<file path="src/rtl/mem_arbiter.sv">
// mem_arbiter: shares the byte-wide RAM/IO port between instruction fetch (word reads)
// and the store/load buffer (byte/half/word loads and stores), one byte per cycle.
// Optional feature: define MEM_ARB_RR_EN for round-robin arbitration on ties;
// without it the store/load buffer always wins a tie.
module mem_arbiter #(
   parameter logic [1:0] IO_ADDR_HI = 2'b11
) (
   input  logic        clk,
   input  logic        rst,
   input  logic        rdy,
   input  logic        jump_rst,
   input  logic        if_req,
   input  logic [31:0] if_addr,
   output logic        if_valid,
   output logic [31:0] if_data,
   input  logic        ls_req,
   input  logic        ls_wr,
   input  logic [1:0]  ls_size,
   input  logic [31:0] ls_addr,
   input  logic [31:0] ls_wdata,
   output logic        ls_valid,
   output logic [31:0] ls_rdata,
   input  logic [7:0]  mem_din,
   output logic [7:0]  mem_dout,
   output logic [31:0] mem_a,
   output logic        mem_wr,
   input  logic        io_buffer_full,
   output logic        busy
);

   localparam logic [2:0] IDLE  = 3'd0;
   localparam logic [2:0] IF_RD = 3'd1;
   localparam logic [2:0] LS_RD = 3'd2;
   localparam logic [2:0] LS_WR = 3'd3;
   localparam logic [2:0] COOL  = 3'd4;

   logic [2:0]  state_q, state_d;
   logic [2:0]  len_q, len_d;     // bytes in the access: 1, 2 or 4
   logic [2:0]  step_q, step_d;   // reads: edges since grant; writes: next byte index
   logic [31:0] base_q, base_d;
   logic [31:0] wdata_q, wdata_d;
   logic [31:0] buf_q, buf_d;     // read bytes assembled so far
   logic [31:0] mem_a_q, mem_a_d;
   logic [7:0]  mem_dout_q, mem_dout_d;
   logic        mem_wr_q, mem_wr_d;
   logic        if_valid_q, if_valid_d;
   logic        ls_valid_q, ls_valid_d;
   logic [31:0] if_data_q, if_data_d;
   logic [31:0] ls_rdata_q, ls_rdata_d;
   logic        busy_q, busy_d;

   logic        ls_win;
   logic [2:0]  ls_len;
   logic [31:0] nxt_addr;
   logic        ls_stall, nxt_stall;
   logic [1:0]  rx_idx;

   assign ls_len    = (ls_size == 2'b00) ? 3'd1 : (ls_size == 2'b01) ? 3'd2 : 3'd4;
   assign nxt_addr  = base_q + {29'd0, step_q};
   assign ls_stall  = io_buffer_full && (ls_addr[17:16] == IO_ADDR_HI);
   assign nxt_stall = io_buffer_full && (nxt_addr[17:16] == IO_ADDR_HI);
   // Byte captured at step k was addressed two edges earlier.
   assign rx_idx    = step_q[1:0] - 2'd2;

`ifdef MEM_ARB_RR_EN
   logic rr_q;  // 1: SLB finished last, so IF wins the next tie

   // Track which requester completed last; resets favouring SLB.
   always_ff @(posedge clk or negedge rst) begin
      if (!rst) begin
         rr_q <= 1'b0;
      end else if (rdy && (if_valid_d || ls_valid_d)) begin
         rr_q <= ls_valid_d;
      end
   end

   assign ls_win = ls_req && !(if_req && rr_q);
`else
   assign ls_win = ls_req;
`endif

   // Next-state and registered-output logic; everything holds while rdy is low.
   always_comb begin
      state_d    = state_q;
      len_d      = len_q;
      step_d     = step_q;
      base_d     = base_q;
      wdata_d    = wdata_q;
      buf_d      = buf_q;
      mem_a_d    = mem_a_q;
      mem_dout_d = mem_dout_q;
      mem_wr_d   = mem_wr_q;
      if_valid_d = if_valid_q;
      ls_valid_d = ls_valid_q;
      if_data_d  = if_data_q;
      ls_rdata_d = ls_rdata_q;
      if (rdy) begin
         mem_wr_d   = 1'b0;
         if_valid_d = 1'b0;
         ls_valid_d = 1'b0;
         case (state_q)
            IDLE: begin
               if (!jump_rst && (ls_req || if_req)) begin
                  buf_d  = 32'd0;
                  step_d = 3'd1;
                  if (ls_win) begin
                     base_d  = ls_addr;
                     len_d   = ls_len;
                     wdata_d = ls_wdata;
                     mem_a_d = ls_addr;
                     if (ls_wr) begin
                        state_d = LS_WR;
                        if (ls_stall) begin
                           step_d = 3'd0;
                        end else begin
                           mem_wr_d   = 1'b1;
                           mem_dout_d = ls_wdata[7:0];
                        end
                     end else begin
                        state_d = LS_RD;
                     end
                  end else begin
                     base_d  = if_addr;
                     len_d   = 3'd4;
                     mem_a_d = if_addr;
                     state_d = IF_RD;
                  end
               end
            end
            IF_RD, LS_RD: begin
               if (jump_rst) begin
                  state_d = IDLE;
               end else begin
                  if (step_q < len_q) mem_a_d = nxt_addr;
                  if (step_q >= 3'd2) buf_d[{rx_idx, 3'b000} +: 8] = mem_din;
                  if (step_q == len_q + 3'd1) begin
                     state_d = COOL;
                     if (state_q == IF_RD) begin
                        if_valid_d = 1'b1;
                        if_data_d  = buf_d;
                     end else begin
                        ls_valid_d = 1'b1;
                        ls_rdata_d = buf_d;
                     end
                  end
                  step_d = step_q + 3'd1;
               end
            end
            LS_WR: begin
               // Stores are committed, so a flush does not stop them.
               if (step_q == len_q) begin
                  ls_valid_d = 1'b1;
                  state_d    = COOL;
               end else begin
                  mem_a_d = nxt_addr;
                  if (!nxt_stall) begin
                     mem_wr_d   = 1'b1;
                     mem_dout_d = wdata_q[{step_q[1:0], 3'b000} +: 8];
                     step_d     = step_q + 3'd1;
                  end
               end
            end
            COOL:    state_d = IDLE;
            default: state_d = IDLE;
         endcase
      end
      busy_d = (state_d != IDLE);
   end

   // State and output registers.
   always_ff @(posedge clk or negedge rst) begin
      if (!rst) begin
         state_q    <= IDLE;
         len_q      <= 3'd0;
         step_q     <= 3'd0;
         base_q     <= 32'd0;
         wdata_q    <= 32'd0;
         buf_q      <= 32'd0;
         mem_a_q    <= 32'd0;
         mem_dout_q <= 8'd0;
         mem_wr_q   <= 1'b0;
         if_valid_q <= 1'b0;
         ls_valid_q <= 1'b0;
         if_data_q  <= 32'd0;
         ls_rdata_q <= 32'd0;
         busy_q     <= 1'b0;
      end else begin
         state_q    <= state_d;
         len_q      <= len_d;
         step_q     <= step_d;
         base_q     <= base_d;
         wdata_q    <= wdata_d;
         buf_q      <= buf_d;
         mem_a_q    <= mem_a_d;
         mem_dout_q <= mem_dout_d;
         mem_wr_q   <= mem_wr_d;
         if_valid_q <= if_valid_d;
         ls_valid_q <= ls_valid_d;
         if_data_q  <= if_data_d;
         ls_rdata_q <= ls_rdata_d;
         busy_q     <= busy_d;
      end
   end

   assign if_valid = if_valid_q;
   assign if_data  = if_data_q;
   assign ls_valid = ls_valid_q;
   assign ls_rdata = ls_rdata_q;
   assign mem_dout = mem_dout_q;
   assign mem_a    = mem_a_q;
   assign mem_wr   = mem_wr_q;
   assign busy     = busy_q;

endmodule

</file>
<file path="config.mk">
export PLATFORM = sky130hd
export DESIGN_NAME = mem_arbiter
export DESIGN_NICKNAME = d
export VERILOG_FILES = /design/src/rtl/mem_arbiter.sv
export SDC_FILE = /design/constraint.sdc
export NUM_CORES = 1
export LEC_CHECK = 0
export ABC_AREA = 1
export CAP_MARGIN = 20
export CORE_MARGIN = 10
export CORE_UTILIZATION = 55
export DETAILED_ROUTE_END_ITERATION = 10
export DONT_BUFFER_PORTS = 1
export PLACE_DENSITY = 0.77
export SETUP_SLACK_MARGIN = 0.5
export SLEW_MARGIN = 20
export SYNTH_ARGS = -nofsm -noshare
export SYNTH_HDL_FRONTEND = slang
export SYNTH_SLANG_ARGS = --single-unit
</file>
<file path="constraint.sdc">
create_clock -name clk -period 2.9 [get_ports clk]
set_input_delay 0.145 -clock clk [delete_from_list [all_inputs] [get_ports clk]]
set_output_delay 0.145 -clock clk [all_outputs]
set_load 0.02 [all_outputs]
</file>
# [After elaboration in Yosys (flattened, before gate mapping)]
# Cells that the tools add are included.
[totals] ff_bits=213 in_bits=114 output_inout_bits=108 elab_cells=115
[op_classes] order_cmp=2 n_reduce_logical=20 mux=53 shift=3 n_addsub=5 eq_ne=16 bitwise_logic=2
[op_table] operator="$mux 32" n=8
[op_table] operator="$pmux 32 s3" n=1
[op_table] operator="$pmux 32 s2" n=1
[op_table] operator="$mux 8" n=6
[op_table] operator="$mux 3" n=13
[op_table] operator="$add 32x3->32" n=1
[op_table] operator="$bwmux 32" n=1
[op_table] operator="$shift 8x7->32 const A" n=1
[op_table] operator="$shiftx 32x6->8" n=1
[op_table] operator="$shiftx 8x7->32" n=1
[op_table] operator="$mux 1" n=18
[op_table] operator="$pmux 3 s3" n=2
[op_table] operator="$ne 2x2->1 const B" n=8
[op_table] operator="$pmux 8 s2" n=1
[op_table] operator="$reduce_and 6->1" n=2
[op_table] operator="$reduce_and 5->1" n=2
[op_table] operator="$reduce_and 4->1" n=2
[op_table] operator="$reduce_and 8->1" n=1
[op_table] operator="$neg 5->7" n=1
[op_table] operator="$add 3x1->3 const B" n=2
[op_table] operator="$eq 3x2->1 const B" n=2
[op_table] operator="$eq 3x3->1" n=2
[op_table] operator="$reduce_bool 3->1" n=2
[op_table] operator="$eq 2x2->1 const B" n=2
[op_table] operator="15 further kinds" n=20

# [Depth between registers and ports, before layout]
[depth] word_depth=7 ltp_mapped=15 mapped_depth_nobuf=15

# [Worst setup path before layout]
# Ideal clock, no wire load.
[synth_path] path_kind="register to register" startpoint="reg step_q[1]" endpoint="reg mem_dout_q[1] (netlist: mem_dout[1])" required_ps=2783 n_path_buf=2 synth_period_minus_slack_ps=2293 setup_ps=117 path_stages_with_launch=15 setup_slack_ps=607 arrival_time_ps=2176 path_cell_list="dfrtp_1 > buf_4 > inv_2 > fa_1 > inv_1 > nand3_1 > nand2_1 > nand2_1 > o21bai_1 > nand2_1 > nor2_1 > nand3_2 > buf_6 > nand3_1 > nand2_1"
[synth_between] elab_chain_cells=5 word_cells_on_any_way=11 classes_between="1 x add/sub; 4 x eq/ne; 1 x shift; 3 x mux; 2 x reduce/logical"
[synth_rtl] element="start, declared" line_no="39" text="logic [2:0] step_q, step_d;"
[synth_rtl] element="start signal, assigned" line_no="190" text="step_q <= step_d;"
[synth_rtl] element="$add 32x3->32" line_no="59" text="assign nxt_addr = base_q + {29'd0, step_q};"
[synth_rtl] element="$eq 2x2->1" line_no="61" text="assign nxt_stall = io_buffer_full && (nxt_addr[17:16] == IO_ADDR_HI);"
[synth_rtl] element="$logic_and 1x1->1" line_no="61"
[synth_rtl] element="$ne 2x2->1 (no line)"
[synth_rtl] element="$reduce_and 8->1 (no line)"
[synth_rtl] element="end signal, assigned" line_no="195" text="mem_dout_q <= mem_dout_d;"
[synth_rtl] element="end, declared" line_no="44" text="logic [7:0] mem_dout_q, mem_dout_d;"
# Several ways; a longest one is shown, not always the timed one. The select of a mux whose other input is x is not followed.
# A chain may end at the register's enable or synchronous reset.

# [Final worst setup path]
[layout_path] startpoint="reg step_q[0]" endpoint="reg step_q[0]"
[layout_between] elab_chain_cells=5 word_cells_on_any_way=12 classes_between="2 x add/sub; 4 x eq/ne; 4 x mux; 2 x reduce/logical"
[layout_rtl] element="$add 32x3->32" line_no="59"
[layout_rtl] element="$eq 2x2->1" line_no="61"
[layout_rtl] element="$logic_and 1x1->1" line_no="61"
[layout_rtl] element="$ne 2x2->1 (no line)"
[layout_rtl] element="$reduce_and 6->1 (no line)"
# Several ways; a longest one is shown, not always the timed one. The select of a mux whose other input is x is not followed.

==> reports/metrics.yaml <==
status: "finished with violations"
violations: "negative hold slack"
dieArea_mm2: 0.0257
netlist_area_mm2: 0.0109
cts-root-buf: "clkbuf_16"
p_per_area_mw_per_mm2: 969
cts.sinks: 213
placed_cell_area_mm2: 0.0109
grt_start_max_net_pins: 214
drt_pass1_iterations: 6
num_vias: 9884
ys_types: 45
htree_levels: 1
grt_overflow: 0
cts.clk_slew.worst_paths_ns: 0.06
multi_input_area_mm2: 0.00491
seq_area_mm2: 0.00533
die_y_um: 160
drt-total-wl_um: 32400
fin_skew_ns: 0.0114
avgRoutedWirePerCell_um: 18.8
max-slew-margin-rel: 0.615
drv_slew: 0
wl_met2_um: 14900
port_buffers: 0
cts_buffer_depth: 3
reg2regPathDepth: 13
drive_above_1_share: 0.0861
antenna_found_initial: 1
start_util: 0.558
leakagePower_nw: 6.04
critical-path-max-stage-delay_ns: 0.42
grt_util_all_layers: 0.243
drc: 0
tritoncts: "yes"
setup_violations: 0
r2r_start: "step_q[0]"
antenna_left: 0
synth_enable_flop_cells: 0
layout.cells.most_common_list: "460 x nand2_1, 213 x dfrtp_1, 156 x o21ai_0, 114 x dlygate4sd3_1, 86 x nand3_1"
io_pins: 222
hold_viol: 213
grt_pass1_vias: 9531
m1WireLength_um: 13200
core_area_mm2: 0.0195
synth-seq-area-share: 0.491
worst-path-buf-inv: 2
gp_congestion: 0.980
fillers: 1531
critPathArrivalTime_ns: 2.76
critPathLaunchType: "flip-flop"
layout_commonest_cell: "nand2_1"
grt_first_pass_wirelength_um: 51800
reg2reg_setup_slack_ns: 0.54
cts-buffers-inserted: 23
vias_per_cell: 5.75
crit_cells: 13
cap_violations: 0
final_nets: 1563
yosysWarningCount: 0
fin_crit_ns: 2.36
fin_area_mm2: 0.0130
path_max_fanout: 6
synth_cells: 1343
core.rowCount: 51
synthFlopType: "dfrtp_1"
synthArstFlopShare: 1.00
synth-seq-cells: 213
cp.required_ns: 3.30
highest-signal-layer: "met4"
critPathTopFamily: "simple AND/OR/NAND/NOR gates"
hold-worst-slack_ns: -0.670
rsz0062_at_grt: "true"
hold_class: "in2async"
ctsHoldBuffers: 115
wl_met3_um: 3290
syn-num-nets: 1471
place_hpwl_um: 20600
worstSetupEndpointType: "flip-flop"
area_growth_pct: 20.1
crit_chain: "ha_2 > inv_1 > fa_2 > inv_1 > nand3_1 > nand2_2 > nand2_2 > o21bai_1 > nand2_1 > nor2_4 > nand3_2 > nand3_1 > nand2_1"
setup-tns-final_ns: 0
peakVddDrop_uv: 711
min_period_over_period: 0.815
syn_avg_cell_area_um2: 8.08
fp.dieW_um: 160
drt_iter0_markers: 922
critical_path_class: "reg2reg"
insertion_delay_ns: 0.51
slowest_stage: "dfrtp_1"
fmax_mhz: 423
r2r_end: "step_q[0]"
tightestPinTransition_ns: 0.575
-- power breakdown --
group / switching [mW] / total [mW] / internal [mW]
Clock: 1.20 / 3.18 / 1.97
Sequential: 1.23 / 5.07 / 3.84
Combinational: 2.92 / 4.38 / 1.45
-- layer usage --
layer | track usage | vias to the layer above
li1 | - | 4606
met1 | 0.317 | 4724
met2 | 0.382 | 465
met3 | 0.0739 | 89
met4 | 0.0735 | 0
met5 | 0 | -
-- flip-flops by register name, indices dropped and copies added (netlist names), 8 cells and up --
name,cells
buf_q,32
wdata_q,32
ls_rdata,32
mem_dout,8
mem_a,32
base_q,32
if_data,32
-- cell families (layout without fill, tap and decap cells) --
group                    Yosys count  in the layout  synth area share
XOR/XNOR                          12             12           0.00969
adder cells (fa/ha/maj)           14             14            0.0168
other                              0              1                 0
AND/OR/NAND/NOR                  686            688             0.266
AO/OA/AOI/OAI                    246            246             0.133
flip-flops                       213            213             0.491
buffers and inverters            150            257            0.0628
multiplexers                      22             22            0.0204
-- per-stage QoR --
stage	setup slack (ns)	total power, mW	util	std cells	hold slack [ns]
final	0.537	12.6	0.669	1718	-0.670
after global routing	0.408	13.5	0.669	1718	-0.696
after CTS	0.511	12.4	0.664	1712	-0.684
after detailed placement	0.381	8.99	0.561	1555	-0.144
after global placement	0.511	8.89	0.561	1555	-0.142
after floorplan	0.607	8.09	-	1343	-0.151
-- cell type report --
class,instances,area share
clock inverter,11,0.0132
timing repair buffer,132,0.0992
tap,265,0.0254
antenna,1,0.000192
multi-input combinational,982,0.377
clock buffer,31,0.0511
inverter,83,0.0247
sequential,213,0.409
-- cells in the mapped netlist, types with 2 or more instances --
library cell  count  area, µm²
nor3_1           14       70.1
o21ai_2           3       26.3
buf_6             6       67.6
o21ai_1           4       20.0
buf_4             3       22.5
buf_12            2       40.0
nor2_1           69        259
buf_1             3       11.3
inv_1            72        270
o31ai_1          25        188
o211ai_1          9       67.6
o31a_1           24        210
clkinv_1          2       7.51
clkbuf_1         29        109
xor2_1            9       78.8
nand3b_1          3       22.5
a21oi_1          16       80.1
o21ai_0         156        781
or2_2             2       12.5
nand2_1         464       1740
nor2_4            2       22.5
mux2i_1          21        210
nand2_2          27        169
inv_2             9       33.8
nand3_1          87        435
buf_2            24        120
a31oi_1           6       37.5
nor2_2            2       12.5
dfrtp_1         213       5330
xnor2_1           3       26.3
nand4_1           8       50.1
ha_1             13        163
-- repair_timing --
action / in CTS / in global routing
setup buffers: 0 / 3
cloned: 0 / 2
endpoints found under the hold margin: 354 / 213
pin swaps: 0 / 5
gates resized for setup: 2 / 21
endpoints found under the setup margin: 32 / 63
-- how the worst max path moves through the flow --
stage,start,endpoint,slack [ns]
after floorplan,step_q[1],mem_dout[1],0.61
after CTS,state_q[2],buf_q[16],0.51
final,step_q[0],step_q[0],0.54
after global placement,step_q[0],ls_rdata[3],0.51
after detailed placement,step_q[0],ls_rdata[5],0.38
after global routing,state_q[0],len_q[0],0.41
Power figures use the tool's default switching activity.
